### src/rtl/alu_issue_ctrl_if.sv
// Handshake and ALU-side bundle for alu_issue_ctrl. The slave modport is the issue
// controller; the master modport is the surrounding decode/ALU/writeback logic.
interface alu_issue_ctrl_if #(
    parameter int unsigned Width = 16
);
    logic             in_valid;
    logic             in_ready;
    logic [15:0]      instr;
    logic [Width-1:0] rs_data;
    logic [Width-1:0] rt_data;

    logic [Width-1:0] alu_InA;
    logic [Width-1:0] alu_InB;
    logic             alu_Cin;
    logic [3:0]       alu_Oper;
    logic             alu_invA;
    logic             alu_invB;
    logic             alu_sign;
    logic [Width-1:0] alu_Out;
    logic             alu_Zero;
    logic             alu_Ofl;

    logic             res_valid;
    logic             res_ready;
    logic [Width-1:0] res_data;
    logic             res_illegal;
    logic             res_ofl;

    modport master (
        output in_valid, instr, rs_data, rt_data, alu_Out, alu_Zero, alu_Ofl, res_ready,
        input  in_ready, alu_InA, alu_InB, alu_Cin, alu_Oper, alu_invA, alu_invB, alu_sign,
        input  res_valid, res_data, res_illegal, res_ofl
    );

    modport slave (
        input  in_valid, instr, rs_data, rt_data, alu_Out, alu_Zero, alu_Ofl, res_ready,
        output in_ready, alu_InA, alu_InB, alu_Cin, alu_Oper, alu_invA, alu_invB, alu_sign,
        output res_valid, res_data, res_illegal, res_ofl
    );
endinterface

### src/rtl/alu_issue_ctrl.sv
// Two-stage issue/result pipeline in front of the external WISC ALU.
// Optional macro ALU_OFL_TRAP_EN: registers signed add/sub overflow onto res_ofl.
module alu_issue_ctrl #(
    parameter int unsigned Width = 16
) (
    input logic             clk,
    input logic             rst_n,
    alu_issue_ctrl_if.slave bus
);
    localparam logic [3:0] OperAdd = 4'b0100;
    localparam logic [3:0] OperAnd = 4'b0101;
    localparam logic [3:0] OperXor = 4'b0111;

    typedef enum logic [2:0] {
        PostPass, PostSeq, PostSlt, PostSle, PostSco, PostIllegal
    } post_e;

    logic [4:0]       opcode;
    logic [4:0]       imm5;
    logic [1:0]       func;
    logic [Width-1:0] imm_sext;
    logic [Width-1:0] imm_zext;
    logic             unused_instr;

    logic [Width-1:0] ina_d, inb_d;
    logic             cin_d, inva_d, invb_d, sign_d, arith_d;
    logic [3:0]       oper_d;
    post_e            post_d;

    logic             s1_valid_q;
    logic [Width-1:0] ina_q, inb_q;
    logic             cin_q, inva_q, invb_q, sign_q;
    logic [3:0]       oper_q;
    post_e            post_q;

    logic             s2_valid_q;
    logic [Width-1:0] res_data_d, res_data_q;
    logic             res_illegal_d, res_illegal_q;
    logic             less_than;

    logic             accept;
    logic             s2_load;

    assign opcode       = bus.instr[15:11];
    assign imm5         = bus.instr[4:0];
    assign func         = bus.instr[1:0];
    assign imm_sext     = {{(Width-5){imm5[4]}}, imm5};
    assign imm_zext     = {{(Width-5){1'b0}}, imm5};
    assign unused_instr = ^bus.instr[10:5];

    assign s2_load      = s1_valid_q && (!s2_valid_q || bus.res_ready);
    assign bus.in_ready = !s1_valid_q || s2_load;
    assign accept       = bus.in_valid && bus.in_ready;

    always_comb begin
        ina_d   = bus.rs_data;
        inb_d   = '0;
        cin_d   = 1'b0;
        oper_d  = '0;
        inva_d  = 1'b0;
        invb_d  = 1'b0;
        sign_d  = 1'b0;
        arith_d = 1'b0;
        post_d  = PostPass;
        case (opcode)
            5'b01000: begin
                inb_d   = imm_sext;
                oper_d  = OperAdd;
                sign_d  = 1'b1;
                arith_d = 1'b1;
            end
            // imm - Rs
            5'b01001: begin
                inb_d   = imm_sext;
                oper_d  = OperAdd;
                inva_d  = 1'b1;
                cin_d   = 1'b1;
                sign_d  = 1'b1;
                arith_d = 1'b1;
            end
            5'b01010: begin
                inb_d  = imm_zext;
                oper_d = OperXor;
            end
            5'b01011: begin
                inb_d  = imm_zext;
                oper_d = OperAnd;
                invb_d = 1'b1;
            end
            5'b10100, 5'b10101, 5'b10110, 5'b10111: begin
                inb_d  = imm_zext;
                oper_d = {2'b00, opcode[1:0]};
            end
            5'b11010: begin
                inb_d  = bus.rt_data;
                oper_d = {2'b00, func};
            end
            5'b11011: begin
                inb_d  = bus.rt_data;
                sign_d = 1'b1;
                case (func)
                    2'b00: begin
                        oper_d  = OperAdd;
                        arith_d = 1'b1;
                    end
                    2'b01: begin
                        oper_d  = OperAdd;
                        inva_d  = 1'b1;
                        cin_d   = 1'b1;
                        arith_d = 1'b1;
                    end
                    2'b10:   oper_d = OperXor;
                    default: begin
                        oper_d = OperAnd;
                        invb_d = 1'b1;
                    end
                endcase
            end
            // Set-conditions compute Rs - Rt and derive the bit afterwards
            5'b11100, 5'b11101, 5'b11110: begin
                inb_d  = bus.rt_data;
                oper_d = OperAdd;
                invb_d = 1'b1;
                cin_d  = 1'b1;
                sign_d = 1'b1;
                case (opcode[1:0])
                    2'b00:   post_d = PostSeq;
                    2'b01:   post_d = PostSlt;
                    default: post_d = PostSle;
                endcase
            end
            5'b11111: begin
                inb_d  = bus.rt_data;
                oper_d = OperAdd;
                post_d = PostSco;
            end
            default: begin
                ina_d  = '0;
                post_d = PostIllegal;
            end
        endcase
    end

    always_comb begin
        less_than     = bus.alu_Out[Width-1] ^ bus.alu_Ofl;
        res_data_d    = bus.alu_Out;
        res_illegal_d = 1'b0;
        case (post_q)
            PostSeq:     res_data_d = {{(Width-1){1'b0}}, bus.alu_Zero};
            PostSlt:     res_data_d = {{(Width-1){1'b0}}, less_than};
            PostSle:     res_data_d = {{(Width-1){1'b0}}, less_than | bus.alu_Zero};
            PostSco:     res_data_d = {{(Width-1){1'b0}}, bus.alu_Ofl};
            PostIllegal: begin
                res_data_d    = '0;
                res_illegal_d = 1'b1;
            end
            default:     res_data_d = bus.alu_Out;
        endcase
    end

    always_ff @(posedge clk or negedge rst_n) begin
        if (!rst_n) begin
            s1_valid_q    <= 1'b0;
            ina_q         <= '0;
            inb_q         <= '0;
            cin_q         <= 1'b0;
            oper_q        <= '0;
            inva_q        <= 1'b0;
            invb_q        <= 1'b0;
            sign_q        <= 1'b0;
            post_q        <= PostPass;
            s2_valid_q    <= 1'b0;
            res_data_q    <= '0;
            res_illegal_q <= 1'b0;
        end else begin
            if (accept) begin
                s1_valid_q <= 1'b1;
                ina_q      <= ina_d;
                inb_q      <= inb_d;
                cin_q      <= cin_d;
                oper_q     <= oper_d;
                inva_q     <= inva_d;
                invb_q     <= invb_d;
                sign_q     <= sign_d;
                post_q     <= post_d;
            end else if (s2_load) begin
                s1_valid_q <= 1'b0;
            end
            if (s2_load) begin
                s2_valid_q    <= 1'b1;
                res_data_q    <= res_data_d;
                res_illegal_q <= res_illegal_d;
            end else if (bus.res_ready) begin
                s2_valid_q <= 1'b0;
            end
        end
    end

`ifdef ALU_OFL_TRAP_EN
    logic arith_q;
    logic res_ofl_q;

    always_ff @(posedge clk or negedge rst_n) begin
        if (!rst_n) begin
            arith_q   <= 1'b0;
            res_ofl_q <= 1'b0;
        end else begin
            if (accept) begin
                arith_q <= arith_d;
            end
            if (s2_load) begin
                res_ofl_q <= arith_q & bus.alu_Ofl;
            end
        end
    end

    assign bus.res_ofl = res_ofl_q;
`else
    logic unused_arith;
    assign unused_arith = arith_d;
    assign bus.res_ofl  = 1'b0;
`endif

    assign bus.alu_InA     = ina_q;
    assign bus.alu_InB     = inb_q;
    assign bus.alu_Cin     = cin_q;
    assign bus.alu_Oper    = oper_q;
    assign bus.alu_invA    = inva_q;
    assign bus.alu_invB    = invb_q;
    assign bus.alu_sign    = sign_q;
    assign bus.res_valid   = s2_valid_q;
    assign bus.res_data    = res_data_q;
    assign bus.res_illegal = res_illegal_q;
endmodule
### src/flat_wrapper.sv
// flat-port wrapper written by rule: the top's interface ports become plain ports
module alu_issue_ctrl_flat 
#(
    parameter int unsigned Width = 16
)
  (clk, rst_n, bus_in_valid, bus_instr, bus_rs_data, bus_rt_data, bus_alu_Out, bus_alu_Zero, bus_alu_Ofl, bus_res_ready, bus_in_ready, bus_alu_InA, bus_alu_InB, bus_alu_Cin, bus_alu_Oper, bus_alu_invA, bus_alu_invB, bus_alu_sign, bus_res_valid, bus_res_data, bus_res_illegal, bus_res_ofl);
  alu_issue_ctrl_if #(.Width(Width)) bus_i ();
  input logic clk;
  input logic rst_n;
  input wire logic [$bits(bus_i.in_valid)-1:0] bus_in_valid;
  input wire logic [$bits(bus_i.instr)-1:0] bus_instr;
  input wire logic [$bits(bus_i.rs_data)-1:0] bus_rs_data;
  input wire logic [$bits(bus_i.rt_data)-1:0] bus_rt_data;
  input wire logic [$bits(bus_i.alu_Out)-1:0] bus_alu_Out;
  input wire logic [$bits(bus_i.alu_Zero)-1:0] bus_alu_Zero;
  input wire logic [$bits(bus_i.alu_Ofl)-1:0] bus_alu_Ofl;
  input wire logic [$bits(bus_i.res_ready)-1:0] bus_res_ready;
  output wire logic [$bits(bus_i.in_ready)-1:0] bus_in_ready;
  output wire logic [$bits(bus_i.alu_InA)-1:0] bus_alu_InA;
  output wire logic [$bits(bus_i.alu_InB)-1:0] bus_alu_InB;
  output wire logic [$bits(bus_i.alu_Cin)-1:0] bus_alu_Cin;
  output wire logic [$bits(bus_i.alu_Oper)-1:0] bus_alu_Oper;
  output wire logic [$bits(bus_i.alu_invA)-1:0] bus_alu_invA;
  output wire logic [$bits(bus_i.alu_invB)-1:0] bus_alu_invB;
  output wire logic [$bits(bus_i.alu_sign)-1:0] bus_alu_sign;
  output wire logic [$bits(bus_i.res_valid)-1:0] bus_res_valid;
  output wire logic [$bits(bus_i.res_data)-1:0] bus_res_data;
  output wire logic [$bits(bus_i.res_illegal)-1:0] bus_res_illegal;
  output wire logic [$bits(bus_i.res_ofl)-1:0] bus_res_ofl;
  assign bus_i.in_valid = bus_in_valid;
  assign bus_i.instr = bus_instr;
  assign bus_i.rs_data = bus_rs_data;
  assign bus_i.rt_data = bus_rt_data;
  assign bus_i.alu_Out = bus_alu_Out;
  assign bus_i.alu_Zero = bus_alu_Zero;
  assign bus_i.alu_Ofl = bus_alu_Ofl;
  assign bus_i.res_ready = bus_res_ready;
  assign bus_in_ready = bus_i.in_ready;
  assign bus_alu_InA = bus_i.alu_InA;
  assign bus_alu_InB = bus_i.alu_InB;
  assign bus_alu_Cin = bus_i.alu_Cin;
  assign bus_alu_Oper = bus_i.alu_Oper;
  assign bus_alu_invA = bus_i.alu_invA;
  assign bus_alu_invB = bus_i.alu_invB;
  assign bus_alu_sign = bus_i.alu_sign;
  assign bus_res_valid = bus_i.res_valid;
  assign bus_res_data = bus_i.res_data;
  assign bus_res_illegal = bus_i.res_illegal;
  assign bus_res_ofl = bus_i.res_ofl;
  alu_issue_ctrl #(.Width(Width)) u_core (.clk(clk), .rst_n(rst_n), .bus(bus_i));
endmodule
### config.mk
export PLATFORM = sky130hd
export DESIGN_NAME = alu_issue_ctrl_flat
export DESIGN_NICKNAME = d
export VERILOG_FILES = /design/src/rtl/alu_issue_ctrl_if.sv /design/src/rtl/alu_issue_ctrl.sv /design/src/flat_wrapper.sv
export SDC_FILE = /design/constraint.sdc
export NUM_CORES = 1
export LEC_CHECK = 0
export CAP_MARGIN = 20
export CORE_MARGIN = 1.5
export CORE_UTILIZATION = 41
export DETAILED_ROUTE_END_ITERATION = 12
export GPL_ROUTABILITY_DRIVEN = 1
export PLACE_DENSITY = 0.81
export SYNTH_ARGS = -nofsm -noshare
export SYNTH_HDL_FRONTEND = slang
export SYNTH_SLANG_ARGS = --single-unit
### constraint.sdc
create_clock -name clk -period 1.5 [get_ports clk]
set_input_delay 0.3 -clock clk [delete_from_list [all_inputs] [get_ports clk]]
set_output_delay 0.3 -clock clk [all_outputs]
set_load 0.03 [all_outputs]
After elaboration in Yosys (flattened, before gate mapping)
Index checks and enable logic that the tools add are counted.

word-level totals
  bits in registers = 62
  output and inout bits = 60

cells by class
  equality and inequality tests = 22
  mux-type cells = 18
  bitwise logic cells = 2
  reduce and logical (&&, ||, !) cells = 23

operator list
  operator              number
  $pmux W16 S5          1
  $eq A5 B5 Y1 const B  10
  $pmux W16 S3          1
  $pmux W4 S6           1
  $reduce_or A6 Y1      4
  $eq A5 B4 Y1 const B  4
  $mux W16              1
  $reduce_or A14 Y1     1
  $reduce_or A4 Y1      3
  $reduce_or A10 Y1     1
  $pmux W3 S3           1
  $mux W1               8
  $pmux W2 S2           2
  $eq A3 B2 Y1 const B  2
  $eq A3 B3 Y1 const B  2
  $pmux W1 S2           3
  $reduce_or A3 Y1      2
  $eq A2 B1 Y1 const B  2
  $logic_not A2 Y1      2
  $reduce_bool A2 Y1    2
  $reduce_or A2 Y1      2
  $eq A3 B1 Y1 const B  1
  $eq A2 B2 Y1 const B  1
  $logic_and A1 B1 Y1   2
  other kinds (4)       6

Depth between registers and ports, before layout
Gate-level depths: netlist of the first run.

  depth in word-level cells = 6
  mapped depth = 6
  depth with buffers taken out = 4

Least setup slack after synthesis of the first run
Ideal clock, no wire load.

  kind = register to register
  from = register u_core.s2_valid_q (netlist: u_core.bus.res_valid)
  to = register u_core.oper_q[1] (netlist: u_core.bus.alu_Oper[1])
  library setup time = 0.095 ns
  data arrival time = 1.610 ns
  data required time = 1.405 ns
  path slack = -0.205 ns
  cell stages (with the launch flop) = 7
  buffers on the path = 2
  path through = dfrtp_1 nand3b_1 nand2_2 buf_4 buf_2 nand2_1 o31ai_1

between the ends
  cells in the longest elaborated chain, start to end = 5

ends and longest elaborated chain
  element                 RTL line               source
  from (decl)             alu_issue_ctrl.sv:36   logic s2_valid_q;
  from (signal assigned)  alu_issue_ctrl.sv:172  s2_valid_q <= 1'b0;
  from (signal assigned)  alu_issue_ctrl.sv:190  s2_valid_q <= 1'b1;
  from (signal assigned)  alu_issue_ctrl.sv:194  s2_valid_q <= 1'b0;
  $logic_not A1 Y1        alu_issue_ctrl.sv:51   assign s2_load = s1_valid_q && (!s2_valid_q || bus.res_ready);
  $logic_or A1 B1 Y1      alu_issue_ctrl.sv:51
  $logic_and A1 B1 Y1     alu_issue_ctrl.sv:51
  $logic_or A1 B1 Y1      alu_issue_ctrl.sv:52   assign bus.in_ready = !s1_valid_q || s2_load;
  via bus_in_ready        flat_wrapper.sv:18     output wire logic [$bits(bus_i.in_ready)-1:0] bus_in_ready;
  $logic_and A1 B1 Y1     alu_issue_ctrl.sv:53   assign accept = bus.in_valid && bus.in_ready;
  to (signal assigned)    alu_issue_ctrl.sv:181  oper_q <= oper_d;
  to (decl)               alu_issue_ctrl.sv:33   logic [3:0] oper_q;

The timed path passes the listed nets, and every way through them passes these cells.
A chain may end at the register's enable or synchronous reset.

Final worst setup path of the first run
  from = register u_core.s1_valid_q
  to = output port bus_in_ready

between the ends
  cells in the longest elaborated chain, start to end = 2
  elaborated cells between the ends (all ways) = 3
  classes of those cells = reduce/logical (3)

ends and longest elaborated chain
  element                                                  RTL line                                    source
  from (decl)                                              alu_issue_ctrl.sv:30                        logic s1_valid_q;
  from (signal assigned)                                   alu_issue_ctrl.sv:163                       s1_valid_q <= 1'b0;
  from (signal assigned)                                   alu_issue_ctrl.sv:177                       s1_valid_q <= 1'b1;
  from (signal assigned)                                   alu_issue_ctrl.sv:187                       s1_valid_q <= 1'b0;
  $logic_not A1 Y1 or $logic_and A1 B1 Y1 (tied branches)  alu_issue_ctrl.sv:52, alu_issue_ctrl.sv:51
  $logic_or A1 B1 Y1 (*)                                   alu_issue_ctrl.sv:52
  to (decl)                                                flat_wrapper.sv:18

Every way passes the cells marked *; elsewhere a longest branch is shown, timed or not.

==> flow_summary.toml, run 1 <==
[status]
status = "finished clean"

[detailed_routing]
final_antenna_net_count = 0
detailroute.via_count = 2485
firstDrtPassIters = 4
detail_route.wl_per_cell_um = 15.0
vias_per_cell = 5.25
wirelength_mm = 7.09
drc_errors = 0
drt-initial-drc-count = 69

[setup_path]
critical_path.slowest_cell = "sky130_fd_sc_hd__dfrtp_1"
crit_path_frequent_cell = "sky130_fd_sc_hd__buf_6"
worst_path_largest_cell_delay_ps = 380
r2r_slack_ps = 90
critical_path.cell_chain = "nand3b_1 > buf_6 > buf_6"
r2r-end = "u_core.post_q[2]"
worst-endpoint-arrival_ps = 1130
worst_setup_path_end_kind = "primary output"
worst-setup-path-type = "flip-flop to primary output"
critical_path_peak_fanout = 4
ff2ff_path_depth = 6
cp-start-kind = "flip-flop"
timing.rr.start = "u_core.s1_valid_q"
worst_ep_required_time_ps = 1200

[yosys]
post_synthesis_instance_total = 248
synthesis.area_um2 = 2690
post_synth_main_area_contributors = "sky130_fd_sc_hd__dfrtp_1, sky130_fd_sc_hd__a22o_1, sky130_fd_sc_hd__nand2_1, sky130_fd_sc_hd__a21oi_1, sky130_fd_sc_hd__o21ai_1"
synth.yosys.warnings = 0
synthDistinctLibCells = 44
synth.largest_area_cell = "sky130_fd_sc_hd__dfrtp_1"
yosys_top_cell_area_share = 0.567
yosys_register_bits = 61
ys_dominant_reg_cell = "sky130_fd_sc_hd__dfrtp_1"
synth_edf_count = 0
post_synth.cell_area_avg_um2 = 10.9
ys_seq_area_frac = 0.567
synth-async-reset-ratio = 1.00

[min_path]
hp-start = "bus_res_ready"
hold_wc_path_type = "input pin to flip-flop"
hold_critical_path_endpoint = "u_core.bus.res_valid"
worstHoldPathCells = 4

[timing]
slew_violations = 0
clock_skew_ps = 6.47
timing.fmax_mhz = 699
final_critical_path_setup_slack_ps = 68.6
final_setup_violations = 0
grt_setup_unrepaired = "true"
totalNegativeSetupSlack_ps = 0
finalWorstPathRequiredPeriod_ps = 1430
final_hold_violation_count = 0
fin_crit_sh = 0.954

[die]
design.core.area_um2 = 6350
die_area_um2 = 7060
initial_core_util = 0.424
placement_rows = 29
die-width_um = 84.0
ios = 130
die_height_um = 84.0

[global_routing]
antenna_found_initial = 0
grt_start_max_net_pins = 36
global_route.overflow_total = 0
grt_pass1_wl_mm = 12.0
first_global_vias = 2531
globalRouteTotalUtil = 0.212

[placed_design]
place_worst_setup_slack_ps = -464
placed_area_um2 = 4100
place.gp.congestion = 0.826
placement.io_buffers = 121
dp_hpwl_mm = 5.24

[clocking]
cts_inserted_buffers = 9
cts.clk_slew.worst_paths_ps = 70
clock_tree.root_cell = "sky130_fd_sc_hd__clkbuf_8"
clkLatencyLatePin_ps = 320
tritoncts = "yes"
htree_num_levels = 3
cts-root-to-sink-buffers = 2
cts_sinks = 61

[run]
max-cap-violations = 0

[finish]
stdcell_area_um2 = 4330
most-common-layout-cells = "sky130_fd_sc_hd__dfrtp_1, sky130_fd_sc_hd__clkdlybuf4s50_1, sky130_fd_sc_hd__dlygate4sd2_1"
final_net_count = 461
post-route-util = 0.682
fill_cells = 496
multiInputGateArea_um2 = 1050
area.sequential_um2 = 1530
layout_commonest_cell = "sky130_fd_sc_hd__dfrtp_1"
layout_cell_share_with_drive_strength_beyond_1 = 0.146
num_antenna_cells = 0
areaGrowthSynthToFinish_pct = 60.9

[power_and_ir_drop]
vdd_drop_max_v = 0.000687
total_leakage_power_nw = 2.12
powerDensity_nw_per_um2 = 1110
==> worst max path at each step <==
stage	end	startpoint	cells after the start	slack, ps
4_1_cts	u_core.bus.res_data[14]	bus_res_ready	5	6
2_1_floorplan	u_core.bus.alu_InA[10]	u_core.bus.res_valid	5	-100
3_5_place_dp	u_core.bus.alu_InA[3]	bus_instr[15]	4	-460
3_3_place_gp	u_core.bus.alu_InA[13]	bus_instr[15]	4	-410
5_1_grt	u_core.post_q[2]	u_core.s1_valid_q	6	-30
6_report	bus_in_ready	u_core.s1_valid_q	3	70
==> metrics by stage <==
| step | hold WS [ps] | power, mW | std cells |
|---|---|---|---|
| final | 386 | 4.81 | 473 |
| after global routing | 393 | 5.06 | 473 |
| after CTS | 423 | 4.84 | 472 |
| after detailed placement | 233 | 3.46 | 453 |
| after global placement | 234 | 3.42 | 453 |
| after floorplan | 4.41 | 2.74 | 249 |
==> layer usage <==
layer | track usage | part of all wire | up-vias
met5 | 0 | 0 | -
met4 | 0.0671 | 0.010 | 0
met3 | 0.0584 | 0.067 | 6
met2 | 0.339 | 0.48 | 95
met1 | 0.281 | 0.44 | 1198
li1 | - | - | 1186
==> flip-flops by register name, indices dropped and copies added, names as in the netlist <==
signal and count:
u_core.bus.alu_InA 16, u_core.bus.alu_InB 16, u_core.bus.res_data 16, u_core.bus.alu_Oper 3
u_core.post_q 3, u_core.bus.alu_Cin 1, u_core.bus.alu_invA 1, u_core.bus.alu_invB 1
u_core.bus.alu_sign 1, u_core.bus.res_illegal 1, u_core.bus.res_valid 1, u_core.s1_valid_q 1
==> cells by family (layout without fill, tap and decap cells) <==
| family | count (synthesis) | in the layout | synth area share |
|---|---|---|---|
| flip-flops | 61 | 61 | 0.567 |
| XOR/XNOR | 3 | 3 | 0.00976 |
| AND/OR/NAND/NOR | 66 | 66 | 0.125 |
| AO/OA/AOI/OAI | 90 | 90 | 0.238 |
| buffers and inverters | 26 | 173 | 0.0544 |
| other | 1 | 2 | 0.00139 |
| multiplexers | 1 | 1 | 0.00511 |
==> report_power, final <==
| group | total (mW) | switching [mW] | internal, mW |
|---|---|---|---|
| sequential | 1.96 | 0.114 | 1.84 |
| clock | 1.49 | 0.591 | 0.901 |
| combinational | 1.36 | 0.789 | 0.571 |
| total | 4.81 | 1.49 | 3.32 |
==> what timing repair did <==
action / CTS / global route
hold endpoints to repair: 12 / 0
buffers inserted: 2 / 1
hold buffers: 1 / 0
resized for setup: 58 / 10
cloned: 0 / 0
endpoints found under the setup margin: 74 / 28
==> synth_stat cells, types with 2 or more instances <==
cell,n
sky130_fd_sc_hd__o21ai_1,16
sky130_fd_sc_hd__buf_2,9
sky130_fd_sc_hd__nand2b_1,7
sky130_fd_sc_hd__o21ai_0,3
sky130_fd_sc_hd__nand3b_1,2
sky130_fd_sc_hd__nand4_1,2
sky130_fd_sc_hd__dfrtp_1,61
sky130_fd_sc_hd__buf_6,2
sky130_fd_sc_hd__a21oi_1,19
sky130_fd_sc_hd__a31oi_1,3
sky130_fd_sc_hd__a22o_1,31
sky130_fd_sc_hd__nand2_1,28
sky130_fd_sc_hd__a211o_1,2
sky130_fd_sc_hd__a221oi_1,5
sky130_fd_sc_hd__buf_4,6
sky130_fd_sc_hd__clkbuf_1,3
sky130_fd_sc_hd__nand3_1,3
sky130_fd_sc_hd__o31ai_1,3
sky130_fd_sc_hd__nor2_1,13
sky130_fd_sc_hd__inv_1,5
sky130_fd_sc_hd__xor2_1,2
==> worst max-delay path, delay by kind of cell, from the launching register on <==
family,cells,cell delay (ps)
buffers and inverters,2,290
DFF,1,380
and+or+nand+nor,1,150
==> area by class of cell <==
class / instances / area share
inverters: 5 / 0.00433
clock buffers: 13 / 0.0390
multi-input cells: 162 / 0.242
flip-flops and latches: 61 / 0.353
well taps: 77 / 0.0222
clock inverters: 3 / 0.00982
repair buffers: 152 / 0.330
Note: power is estimated with default switching activity, not from simulation.
==> run 2: changes to the inputs <==
--- a/config.mk
+++ b/config.mk
@@ -8,8 +8,10 @@
 export CAP_MARGIN = 20
 export CORE_MARGIN = 1.5
 export CORE_UTILIZATION = 41
+export CTS_CLUSTER_SIZE = 30
 export DETAILED_ROUTE_END_ITERATION = 12
 export GPL_ROUTABILITY_DRIVEN = 1
+export MAX_ROUTING_LAYER = met4
 export PLACE_DENSITY = 0.81
 export SYNTH_ARGS = -nofsm -noshare
 export SYNTH_HDL_FRONTEND = slang
==> run 2 against run 1 <==
  * Combinational power is essentially flat
  * First-iteration DRC count rose by 19%
  * Largest power group unchanged
  * Clock skew rose by 0.68 ps
  * Critical endpoint unchanged
  * Global-route usage rose by 0.61 points
  * Worst setup slack worse by 1.5 ps
  * Critical path depth is the same
  * Highest routed layer unchanged
==> flow_summary.toml, run 2 (synthesized netlist as in run 1, its figures left out) <==
[die]
ios = 130
die_area_um2 = 7060
die_height_um = 84.0
design.core.area_um2 = 6350
die-width_um = 84.0
placement_rows = 29
initial_core_util = 0.424

[setup_path]
critical_path.slowest_cell = "sky130_fd_sc_hd__dfrtp_1"
worst_path_largest_cell_delay_ps = 380
cp-start-kind = "flip-flop"
crit_path_frequent_cell = "sky130_fd_sc_hd__buf_6"
critical_path_peak_fanout = 4
worst_setup_path_end_kind = "primary output"
critical_path.cell_chain = "nand3b_1 > buf_6 > buf_6"
r2r_slack_ps = 90
worst_ep_required_time_ps = 1200
worst-setup-path-type = "flip-flop to primary output"
worst-endpoint-arrival_ps = 1130

[clocking]
tritoncts = "yes"
clkLatencyLatePin_ps = 320
cts_sinks = 61
cts.clk_slew.worst_paths_ps = 70
htree_num_levels = 3
cts_inserted_buffers = 9
clock_tree.root_cell = "sky130_fd_sc_hd__clkbuf_8"
cts-root-to-sink-buffers = 2

[status]
status = "finished clean"

[global_routing]
global_route.overflow_total = 0
antenna_found_initial = 0
globalRouteTotalUtil = 0.218
grt_start_max_net_pins = 36
grt_pass1_wl_mm = 12.0
first_global_vias = 2530

[timing]
grt_setup_unrepaired = "true"
totalNegativeSetupSlack_ps = 0
final_hold_violation_count = 0
clock_skew_ps = 7.15
fin_crit_sh = 0.955
timing.fmax_mhz = 698
finalWorstPathRequiredPeriod_ps = 1430
slew_violations = 0
finalHoldWorstSlack_ps = 381
final_setup_violations = 0

[finish]
areaGrowthSynthToFinish_pct = 60.9
num_antenna_cells = 0
post-route-util = 0.682
most-common-layout-cells = "sky130_fd_sc_hd__dfrtp_1, sky130_fd_sc_hd__clkdlybuf4s50_1, sky130_fd_sc_hd__dlygate4sd2_1"
area.sequential_um2 = 1530
fill_cells = 496
multiInputGateArea_um2 = 1050
layout_cell_share_with_drive_strength_beyond_1 = 0.146
final_net_count = 461
layout_commonest_cell = "sky130_fd_sc_hd__dfrtp_1"

[placed_design]
dp_hpwl_mm = 5.24
place.gp.congestion = 0.838
placement.io_buffers = 121

[min_path]
hold_wc_path_type = "input pin to flip-flop"

[detailed_routing]
detail_route.wl_per_cell_um = 15.0
drc_errors = 0
wirelength_mm = 7.11
final_antenna_net_count = 0
firstDrtPassIters = 4
drt-initial-drc-count = 82
detailroute.via_count = 2490
vias_per_cell = 5.26

[power_and_ir_drop]
total_leakage_power_nw = 2.12
vdd_drop_max_v = 0.000692
powerDensity_nw_per_um2 = 1110

[run]
max-cap-violations = 0
## run 2: cell counts in the layout (fill, tap and decap cells not counted)
Identical to the previous run, type by type.
## run 2: timing repair
action	4_1_cts	5_1_grt
setup buffers	2	1
endpoints found under the hold margin	12	0
setup endpoints to repair	74	29
hold buffers	1	0
resized for setup	58	10
## run 2: final timing paths
| kind | depth (start not counted) | end | start |
|---|---|---|---|
| setup / recovery | 3 | bus_in_ready | u_core.s1_valid_q |
| hold / removal | 4 | u_core.bus.res_valid | bus_res_ready |
| setup reg to reg | 6 | u_core.post_q[2] | u_core.s1_valid_q |
| hold reg to reg | 2 | u_core.bus.alu_sign | u_core.bus.alu_sign |
| max in group asynchronous | 3 | u_core.bus.alu_InB[1] | rst_n |
| min in group asynchronous | 2 | u_core.bus.res_data[6] | rst_n |
## run 2: worst max-delay path: cells and delay by family, from the launching register on
family	cells	cell delay, ps
buffers and inverters	2	290
flip-flops	1	380
AND/OR/NAND/NOR	1	150
## run 2: routing by layer
layer	share of wire	track usage	up-vias
met2	0.48	0.338	93
met5	0	-	-
met1	0.44	0.285	1205
met3	0.062	0.0534	7
li1	-	-	1185
met4	0.014	0.0671	0
## run 2: metrics by stage
stage / instance area (um2) / setup slack [ps] / power [mW] / std cells
floorplan: 2700 / -101 / 2.74 / 249
global placement: 4100 / -412 / 3.42 / 453
detailed placement: 4100 / -464 / 3.46 / 453
CTS: 4280 / 6.25 / 4.84 / 472
global route: 4330 / -33.4 / 5.06 / 473
finish: 4330 / 67.1 / 4.82 / 473
## run 2: area by class of cell
class | count | share of cell area
multi-input combinational | 162 | 0.242
sequential | 61 | 0.353
clock buffer | 13 | 0.0390
tap | 77 | 0.0222
clock inverter | 3 | 0.00982
timing repair buffer | 152 | 0.330
inverter | 5 | 0.00433
## run 2: power breakdown
part | total [mW] | leakage, nW | internal (mW) | switching [mW]
clock network | 1.50 | 0.106 | 0.901 | 0.599
logic | 1.36 | 1.23 | 0.571 | 0.789
registers | 1.96 | 0.792 | 1.84 | 0.113
total | 4.82 | 2.12 | 3.32 | 1.50
